$ cat config.mk
export PLATFORM = sky130hd
export DESIGN_NAME = sonata_pin_switch_ctrl
export DESIGN_NICKNAME = d
export VERILOG_FILES = /design/src/rtl/sonata_pkg.sv /design/src/rtl/sonata_pin_switch_ctrl.sv
export SDC_FILE = /design/constraint.sdc
export NUM_CORES = 1
export LEC_CHECK = 0
export BUFFER_PORTS_ARGS = -buffer_cell sky130_fd_sc_hd__buf_4
export CAP_MARGIN = 20
export CORE_AREA = 2 2 208 210
export CTS_CLUSTER_SIZE = 20
export DETAILED_ROUTE_END_ITERATION = 7
export DIE_AREA = 0 0 210 212
export GPL_TIMING_DRIVEN = 0
export PLACE_DENSITY = 0.47
export SYNTH_ARGS = -nofsm -noshare
export SYNTH_HDL_FRONTEND = slang
export SYNTH_SLANG_ARGS = --single-unit
$ cat constraint.sdc
create_clock -name clk_i -period 4.42 [get_ports clk_i]
set_input_delay 0.884 -clock clk_i [delete_from_list [all_inputs] [get_ports clk_i]]
set_output_delay 0.884 -clock clk_i [all_outputs]
set_load 0.01 [all_outputs]
$ cat src/rtl/sonata_pkg.sv
// Shared constants and types for the Sonata pin switch controller.
package sonata_pkg;

  localparam int unsigned INOUT_PIN_NUM = 64;

  localparam int unsigned PIN_SRC_NUM = 4;
  localparam int unsigned PIN_SEL_W   = $clog2(PIN_SRC_NUM);
  localparam int unsigned PIN_IDX_W   = $clog2(INOUT_PIN_NUM);

  typedef logic [PIN_SEL_W-1:0] pin_sel_t;
  typedef logic [PIN_IDX_W-1:0] pin_idx_t;

  // Cycles a pin's gate is held low before its select is rewritten.
  localparam int unsigned PIN_SWITCH_DEAD_CYCLES = 4;

  typedef enum logic [2:0] {
    IDLE,
    CHECK,
    GATE,
    SWITCH,
    RELEASE
  } pin_switch_state_e;

endpackage

$ cat src/rtl/sonata_pin_switch_ctrl.sv
// Per-pin source-select table with glitch-free switchover: the pin's gate is
// dropped for a dead time, the select is rewritten, then the gate is released.
// One request is in flight at a time.
module sonata_pin_switch_ctrl
  import sonata_pkg::*;
#(
  parameter int unsigned NumPins    = INOUT_PIN_NUM,
  parameter int unsigned NumSrc     = PIN_SRC_NUM,
  parameter int unsigned DeadCycles = PIN_SWITCH_DEAD_CYCLES
) (
  input  logic                                 clk_i,
  input  logic                                 rst_i,
  input  logic                                 req_valid_i,
  output logic                                 req_ready_o,
  input  logic [$clog2(NumPins)-1:0]           req_pin_i,
  input  logic [$clog2(NumSrc)-1:0]            req_sel_i,
  input  logic                                 req_lock_i,
  output logic                                 done_valid_o,
  output logic                                 done_err_o,
  output logic [NumPins*$clog2(NumSrc)-1:0]    pin_sel_o,
  output logic [NumPins-1:0]                   pin_gate_o,
  output logic                                 busy_o
);

  localparam int unsigned SelW = $clog2(NumSrc);
  localparam int unsigned IdxW = $clog2(NumPins);
  localparam int unsigned CntW = $clog2(DeadCycles + 1);

  pin_switch_state_e r_state;
  pin_switch_state_e w_state_nxt;

  logic [IdxW-1:0]         r_pin;
  logic [SelW-1:0]         r_sel_req;
  logic                    r_lock_req;
  logic [NumPins*SelW-1:0] r_sel_tab;
  logic [NumPins-1:0]      r_gate;
  logic [NumPins-1:0]      r_lock;
  logic [CntW-1:0]         r_cnt;
  logic                    r_done_valid;
  logic                    r_done_err;

  logic            w_accept;
  logic            w_pin_bad;
  logic [SelW-1:0] w_cur_sel;
  logic            w_gate_clr;
  logic            w_gate_set;
  logic            w_sel_wr;
  logic            w_lock_set;
  logic            w_done;
  logic            w_done_err;
  logic            w_cnt_load;
  logic            w_cnt_dec;

  assign w_accept  = req_valid_i && (r_state == IDLE);
  // An out-of-range index is rejected before the lock bit is consulted.
  assign w_pin_bad = (32'(r_pin) >= NumPins) || r_lock[r_pin];
  assign w_cur_sel = r_sel_tab[r_pin*SelW +: SelW];

  // State register.
  always_ff @(posedge clk_i) begin
    if (rst_i) begin
      r_state <= IDLE;
    end else begin
      r_state <= w_state_nxt;
    end
  end

  // Next-state decode and one-cycle update strobes for the table, gate and locks.
  always_comb begin
    w_state_nxt = r_state;
    w_gate_clr  = 1'b0;
    w_gate_set  = 1'b0;
    w_sel_wr    = 1'b0;
    w_lock_set  = 1'b0;
    w_done      = 1'b0;
    w_done_err  = 1'b0;
    w_cnt_load  = 1'b0;
    w_cnt_dec   = 1'b0;
    case (r_state)
      IDLE: begin
        if (req_valid_i) w_state_nxt = CHECK;
      end
      CHECK: begin
        if (w_pin_bad) begin
          w_done      = 1'b1;
          w_done_err  = 1'b1;
          w_state_nxt = IDLE;
        end else if (w_cur_sel == r_sel_req) begin
          w_done      = 1'b1;
          w_lock_set  = r_lock_req;
          w_state_nxt = IDLE;
        end else begin
          w_gate_clr  = 1'b1;
          w_cnt_load  = 1'b1;
          // SWITCH itself supplies the last dead cycle, so a dead time of one
          // skips the GATE wait entirely.
          w_state_nxt = (DeadCycles > 1) ? GATE : SWITCH;
        end
      end
      GATE: begin
        w_cnt_dec = 1'b1;
        if (r_cnt == CntW'(1)) w_state_nxt = SWITCH;
      end
      SWITCH: begin
        w_sel_wr    = 1'b1;
        w_state_nxt = RELEASE;
      end
      RELEASE: begin
        w_gate_set  = 1'b1;
        w_done      = 1'b1;
        w_lock_set  = r_lock_req;
        w_state_nxt = IDLE;
      end
      default: w_state_nxt = IDLE;
    endcase
  end

  // Request capture; held stable until the controller returns to IDLE.
  always_ff @(posedge clk_i) begin
    if (w_accept) begin
      r_pin      <= req_pin_i;
      r_sel_req  <= req_sel_i;
      r_lock_req <= req_lock_i;
    end
  end

  // Dead-time counter.
  always_ff @(posedge clk_i) begin
    if (rst_i) begin
      r_cnt <= '0;
    end else if (w_cnt_load) begin
      r_cnt <= CntW'(DeadCycles - 1);
    end else if (w_cnt_dec) begin
      r_cnt <= r_cnt - CntW'(1);
    end
  end

  // Select table, gates and sticky locks; only the captured pin is touched.
  always_ff @(posedge clk_i) begin
    if (rst_i) begin
      r_sel_tab <= '0;
      r_gate    <= '1;
      r_lock    <= '0;
    end else begin
      if (w_gate_clr) r_gate[r_pin] <= 1'b0;
      if (w_gate_set) r_gate[r_pin] <= 1'b1;
      if (w_sel_wr)   r_sel_tab[r_pin*SelW +: SelW] <= r_sel_req;
      if (w_lock_set) r_lock[r_pin] <= 1'b1;
    end
  end

  // Registered single-cycle completion pulse.
  always_ff @(posedge clk_i) begin
    if (rst_i) begin
      r_done_valid <= 1'b0;
      r_done_err   <= 1'b0;
    end else begin
      r_done_valid <= w_done;
      r_done_err   <= w_done_err;
    end
  end

  assign req_ready_o  = (r_state == IDLE);
  assign busy_o       = (r_state != IDLE);
  assign done_valid_o = r_done_valid;
  assign done_err_o   = r_done_err;
  assign pin_sel_o    = r_sel_tab;
  assign pin_gate_o   = r_gate;

endmodule

==> impl_metrics.tcl, run 1 <==
set metrics [dict create \
    status "complete, no violations" \
    hp-class "reg -> reg" \
    min_to "pin_gate_o[15]" \
    period_minus_slack_ps 4344 \
    cp_data_required_time_ps 4800 \
    worstHoldStart "pin_gate_o[15]" \
    die_w_um 210 \
    dieArea_sq_um 44520 \
    clockPowerShare 0.479 \
    ff2ff_setup_slack_ps 80 \
    seq_area_frac_synth 0.4417 \
    finalHoldViolCount 0 \
    place_area_sq_um 14810 \
    finClkSkew_ps 22.52 \
    pin_count 208 \
    nets 1798 \
    syn2layout_area_growth_pct 26.76 \
    hpwl_mm 43.33 \
    core_area_sq_um 42510 \
    wirelength_mm 57.74 \
    max_cap_violations 0 \
    cts_tree "done" \
    rsz0062_at_grt "no" \
    drive_above_1_share 0.1823 \
    grtUsageTotal 0.2550 \
    synth_area_sq_um 12580 \
    setup_violations 0 \
    ff2ff_path_depth 11 \
    avgRoutedWirePerCell_um 24.56 \
    diodes 0 \
    fin_setup_tns_ps 0 \
    detailedRoute.firstPassIterationCount 6 \
    io_buffers 206 \
    synth.most_common_cell "dfxtp_1" \
    drtIter0Drc 1105 \
    crit_slowest_cell "o41ai_2" \
    slew_viol_final 0 \
    syn_avg_cell_area_sq_um 8.171 \
    yosysTopAreaCell "dfxtp_1" \
    insertion_delay_ps 560 \
    arrival_ps 4730 \
    crit_family "compound AO/OA/AOI/OAI gates" \
    numCtsBuffers 35 \
    synth_cell_type_count 61 \
    ys_ff_latch 273 \
    seqCellArea_sq_um 5555 \
    slew_headroom 0.3175 \
    place.gp.congestion 0.9365 \
    fillers 4432 \
    root_buffer "clkbuf_16" \
    clk_pin_slew_ps 60 \
    dr_total_vias 12790 \
    hold_depth 2 \
    htreeDepth 2 \
    vdd_drop_max_v 0.0002426 \
    path_cells "buf_4, nor2_1, buf_2, a21oi_1, nor4b_1, a211oi_1, and4_1, o41ai_2, buf_2, buf_6, a21oi_1" \
    p_sw_w 0.001622 \
    synth_area_leaders "dfxtp_1 (42%), mux2i_1 (7.9%), nand2_1 (7.1%), nor2_1 (4.6%), o22ai_1 (4.1%)" \
    grt.overflow.total 0 \
    hold_buffers 0 \
    start_util 0.2959 \
    async_flop_share 0 \
    die_y_um 212 \
    drc 0 \
    setup.worst_path.start_class "flip-flop" \
    critPathKind "reg -> reg" \
    intPower_w 0.004334 \
    first_global_vias 12250 \
    multi_input_area_sq_um 6197 \
    yosys_warnings 0 \
    fin_hold_ws_ps 467.3 \
    fin_area_sq_um 15940 \
    grt_pass1_wl_mm 83.12 \
    p_comb_frac 0.101 \
    end_kind "flip-flop" \
    regToRegEndpoint "r_cnt[1]" \
    rows 76 \
    slowest_delay_ps 910 \
    worstMarginPinSlew_ps 1013 \
    synth_top_area_share 0.4203 \
    p_leak_nw 5.846 \
    synth_cells 1539 \
    finalCritPeriodShare 0.9828 \
    ant_nets 0 \
    syn-num-nets 1555 \
    cts_sinks 273 \
    path_max_fanout 10 \
    antenna_found_initial 1 \
    synth_edf_count 9 \
    clock_path_buffers 3 \
    p_per_area_nw_per_um2 373.6 \
    r2r-start "r_pin[0]" \
    fmax_mhz 230.2 \
    ys.flop_type "dfxtp_1" \
    p_seq_frac 0.420 \
    vias_per_cell 5.442 \
    startpoint "r_pin[0]" \
    post_cts_buffers 0 \
    switching_share 0.2723 \
    grt_max_degree 13 \
    post_cts_resized 0 \
    synthTopCellsByCount "dfxtp_1 (264), nand2_1 (237), nor2_1 (154)" \
    critPathBufInv 4 \
]
==> worst max-delay path by stage <==
stage,end,slack [ps],cells after the start
6_report,r_cnt[1],80,11
5_1_grt,r_cnt[1],60,11
4_1_cts,r_cnt[1],170,11
3_5_place_dp,r_cnt[1],210,11
3_3_place_gp,r_cnt[1],150,11
2_1_floorplan,pin_gate_o[61],1600,12
==> metrics by stage <==
stage / std cells / setup slack, ps / power, W / util
2_1_floorplan: 1539 / 1603 / 0.002905 / -
5_1_grt: 2351 / 61.06 / 0.006141 / 0.3750
3_5_place_dp: 2291 / 207.1 / 0.003147 / 0.3483
6_report: 2351 / 75.96 / 0.005956 / 0.3750
4_1_cts: 2351 / 173.7 / 0.005980 / 0.3750
3_3_place_gp: 2291 / 152.6 / 0.003146 / 0.3483
==> registers in the layout, summed over array words and instances, names as in the netlist <==
| register | flops |
|---|---|
| r_lock_req | 1 |
| r_pin | 6 |
| r_sel_req | 2 |
| done_valid_o | 1 |
| pin_sel_o | 128 |
| pin_gate_o | 64 |
| r_lock | 64 |
| done_err_o | 1 |
| r_cnt | 3 |
| r_state | 3 |
==> final cells by class <==
type,count,share of cell area
clock inverters,10,0.005808
inverters,73,0.01719
clock buffers,50,0.06546
flip-flops and latches,273,0.3485
repair buffers,206,0.09701
plain buffers,128,0.03446
multi-input cells,1065,0.3887
well taps,546,0.04285
==> power groups by stage <==
stage / Sequential, W / Combinational (W) / Clock, W
4_1_cts: 0.00250 / 0.000594 / 0.00288
3_5_place_dp: 0.00255 / 0.000592 / 0
5_1_grt: 0.00250 / 0.000638 / 0.00300
2_1_floorplan: 0.00255 / 0.000353 / 0
3_3_place_gp: 0.00255 / 0.000592 / 0
6_report: 0.00250 / 0.000604 / 0.00285
==> logic make-up after synthesis <==
family | count (synthesis) | synth area share
flops | 273 | 0.4417
mux | 111 | 0.09850
buf+inv | 201 | 0.06547
simple gates | 533 | 0.1908
fa+ha+maj | 4 | 0.003980
xor+xnor | 5 | 0.003483
compound gates | 412 | 0.1960
==> tightest hold or removal path, stage by stage, from the launching register on <==
cell and delay [ps]:
dfxtp_1 310, o21ai_0 70, nand2_1 50
==> metal layers <==
layer,GRT usage,routed length (um),part of all wire
met1,0.3379,25170,0.44
met4,0.09905,2152,0.037
met5,0,0,0
met2,0.4145,26340,0.46
met3,0.04461,4076,0.071
==> layout by cell type (no fill, tap or decap), types with 29 or more instances in the layout <==
master / synthesis / layout
dfxtp_1: 264 / 264
nand2_1: 237 / 237
buf_4: 2 / 208
nor2_1: 154 / 154
mux2i_1: 99 / 99
o21ai_0: 98 / 98
clkbuf_1: 87 / 92
o22ai_1: 82 / 82
a21oi_1: 76 / 76
inv_1: 73 / 73
a31oi_1: 69 / 69
clkbuf_16: 0 / 36
buf_2: 29 / 29
Note: power is estimated with default switching activity, not from simulation.
==> run 2, diff against run 1 <==
Settings changed: MAX_ROUTING_LAYER set to met4.
==> impl_metrics.tcl, run 2 (synthesized netlist as in run 1, its figures left out) <==
set metrics [dict create \
    grt.overflow.total 0 \
    critPathKind "reg -> reg" \
    root_buffer "clkbuf_16" \
    slew_viol_final 0 \
    max_cap_violations 0 \
    insertion_delay_ps 600 \
    wirelength_mm 57.49 \
    hold_depth 1 \
    die_y_um 212 \
    drtIter0Drc 1143 \
    largest_reg_flops 128 \
    setup.worst_path.start_class "flip-flop" \
    fmax_mhz 242.8 \
    rows 76 \
    finalHoldViolCount 0 \
    antenna_found_initial 0 \
    clk_pin_slew_ps 60 \
    r2r-start "r_pin[2]" \
    syn2layout_area_growth_pct 26.56 \
    io_buffers 206 \
    ff2ff_setup_slack_ps 300 \
    place.gp.congestion 0.9355 \
    post_cts_buffers 0 \
    multi_input_area_sq_um 6208 \
    pin_count 208 \
    avgRoutedWirePerCell_um 24.48 \
    arrival_ps 4640 \
    fin_setup_tns_ps 0 \
    cp_data_required_time_ps 4940 \
    dr_total_vias 12710 \
    hp-class "in -> reg" \
    finalCritPeriodShare 0.9320 \
    ant_nets 0 \
    seqCellArea_sq_um 5555 \
    core_area_sq_um 42510 \
    grt_max_degree 17 \
    path_max_fanout 10 \
    regToRegEndpoint "pin_sel_o[69]" \
    p_leak_nw 5.835 \
    hpwl_mm 43.42 \
    grt_pass1_wl_mm 82.68 \
    p_per_area_nw_per_um2 369.6 \
    min_to "r_pin[1]" \
    rsz0062_at_grt "no" \
    worstMarginPinSlew_ps 993.6 \
    diodes 0 \
    ff2ff_path_depth 12 \
    fillers 4448 \
    vdd_drop_max_v 0.0003329 \
    dieArea_sq_um 44520 \
    setup_violations 0 \
    first_global_vias 12180 \
    detailedRoute.firstPassIterationCount 5 \
    clock_path_buffers 3 \
    finClkSkew_ps 22.80 \
    vias_per_cell 5.414 \
    placed_cells_incl_taps 2291 \
    drc 0 \
    numCtsBuffers 31 \
    die_w_um 210 \
    nets 1794 \
    drive_above_1_share 0.1815 \
    layout_common_cells "dfxtp_1 (264), nand2_1 (237), buf_4 (208)" \
    layout_commonest_cell "dfxtp_1" \
    worstHoldStart "req_pin_i[1]" \
    slew_headroom 0.3376 \
    htreeDepth 1 \
    fin_cells 2348 \
    period_minus_slack_ps 4119 \
    grtUsageTotal 0.2592 \
    cts_tree "done" \
    cts_sinks 273 \
    end_kind "flip-flop" \
    start_util 0.2959 \
    status "complete, no violations" \
]
## run 2: changes by cell type in the layout (fill, tap and decap cells not counted)
cell        before  now
clkbuf_16       36   31
clkbuf_8         9   12
o41ai_2          1    0
clkinvlp_4       1    0
inv_16           0    1
clkinv_2         6    5
clkinv_8         1    0
clkbuf_1        92   91
o41ai_4          0    1
bufinv_16        1    3
## run 2: how the worst max path moves through the flow
stage | start | to | slack (ps) | cells past startpoint
6_report | r_pin[2] | pin_sel_o[69] | 300 | 12
5_1_grt | r_pin[2] | pin_sel_o[69] | 120 | 12
4_1_cts | r_pin[0] | r_cnt[1] | 130 | 11
3_5_place_dp | r_pin[0] | r_cnt[1] | 170 | 11
3_3_place_gp | r_pin[0] | r_cnt[1] | 150 | 11
2_1_floorplan | r_pin[2] | pin_gate_o[61] | 1600 | 12
## run 2: area by class of cell
type / count / share of cell area
clock buffers: 47 / 0.06006
repair buffers: 206 / 0.09716
flip-flops and latches: 273 / 0.3490
plain buffers: 128 / 0.03451
well taps: 546 / 0.04292
inverters: 73 / 0.01722
clock inverters: 10 / 0.009040
multi-input cells: 1065 / 0.3901
## run 2: per-layer routing
metal	track usage	wire length [um]
met3	0.02747	3271
met5	-	0
met2	0.4255	27100
met1	0.3400	25520
met4	0.07361	1600
## run 2: what timing repair did
action                                 4_1_cts  5_1_grt
hold buffers                                 0        0
setup endpoints to repair                    0        1
resized for setup                            0        1
endpoints found under the hold margin        0        0
## run 2: per-stage QoR
stage               area, sq um  power, W  setup WS, ps  hold WS (ps)  utilization
global route              15920  0.006041         120.9         443.0       0.3745
detailed placement        14810  0.003148         168.3         454.2       0.3483
finish                    15920  0.005883         300.6         462.6       0.3745
floorplan                 12580  0.002905          1603         446.3            -
global placement          14810  0.003146         150.1         457.9       0.3483
CTS                       15910  0.005897         132.3         443.5       0.3742
## run 2: worst max-delay path, cell delays in order (launching register included)
cell and delay (ps):
edfxtp_1 350, buf_2 240, inv_1 310, buf_1 590, nand2_1 250, nor3_1 200, ha_1 330, nor2_1 420
nand2_1 530, clkbuf_1 380, nor2_1 200, nand2_1 80, a21oi_1 140
## run 2: where the power goes
group,internal [W],switching (W)
Clock,0.00166,0.00111
Combinational,0.000144,0.000461
Sequential,0.00249,0.00000999
Total,0.00430,0.00159
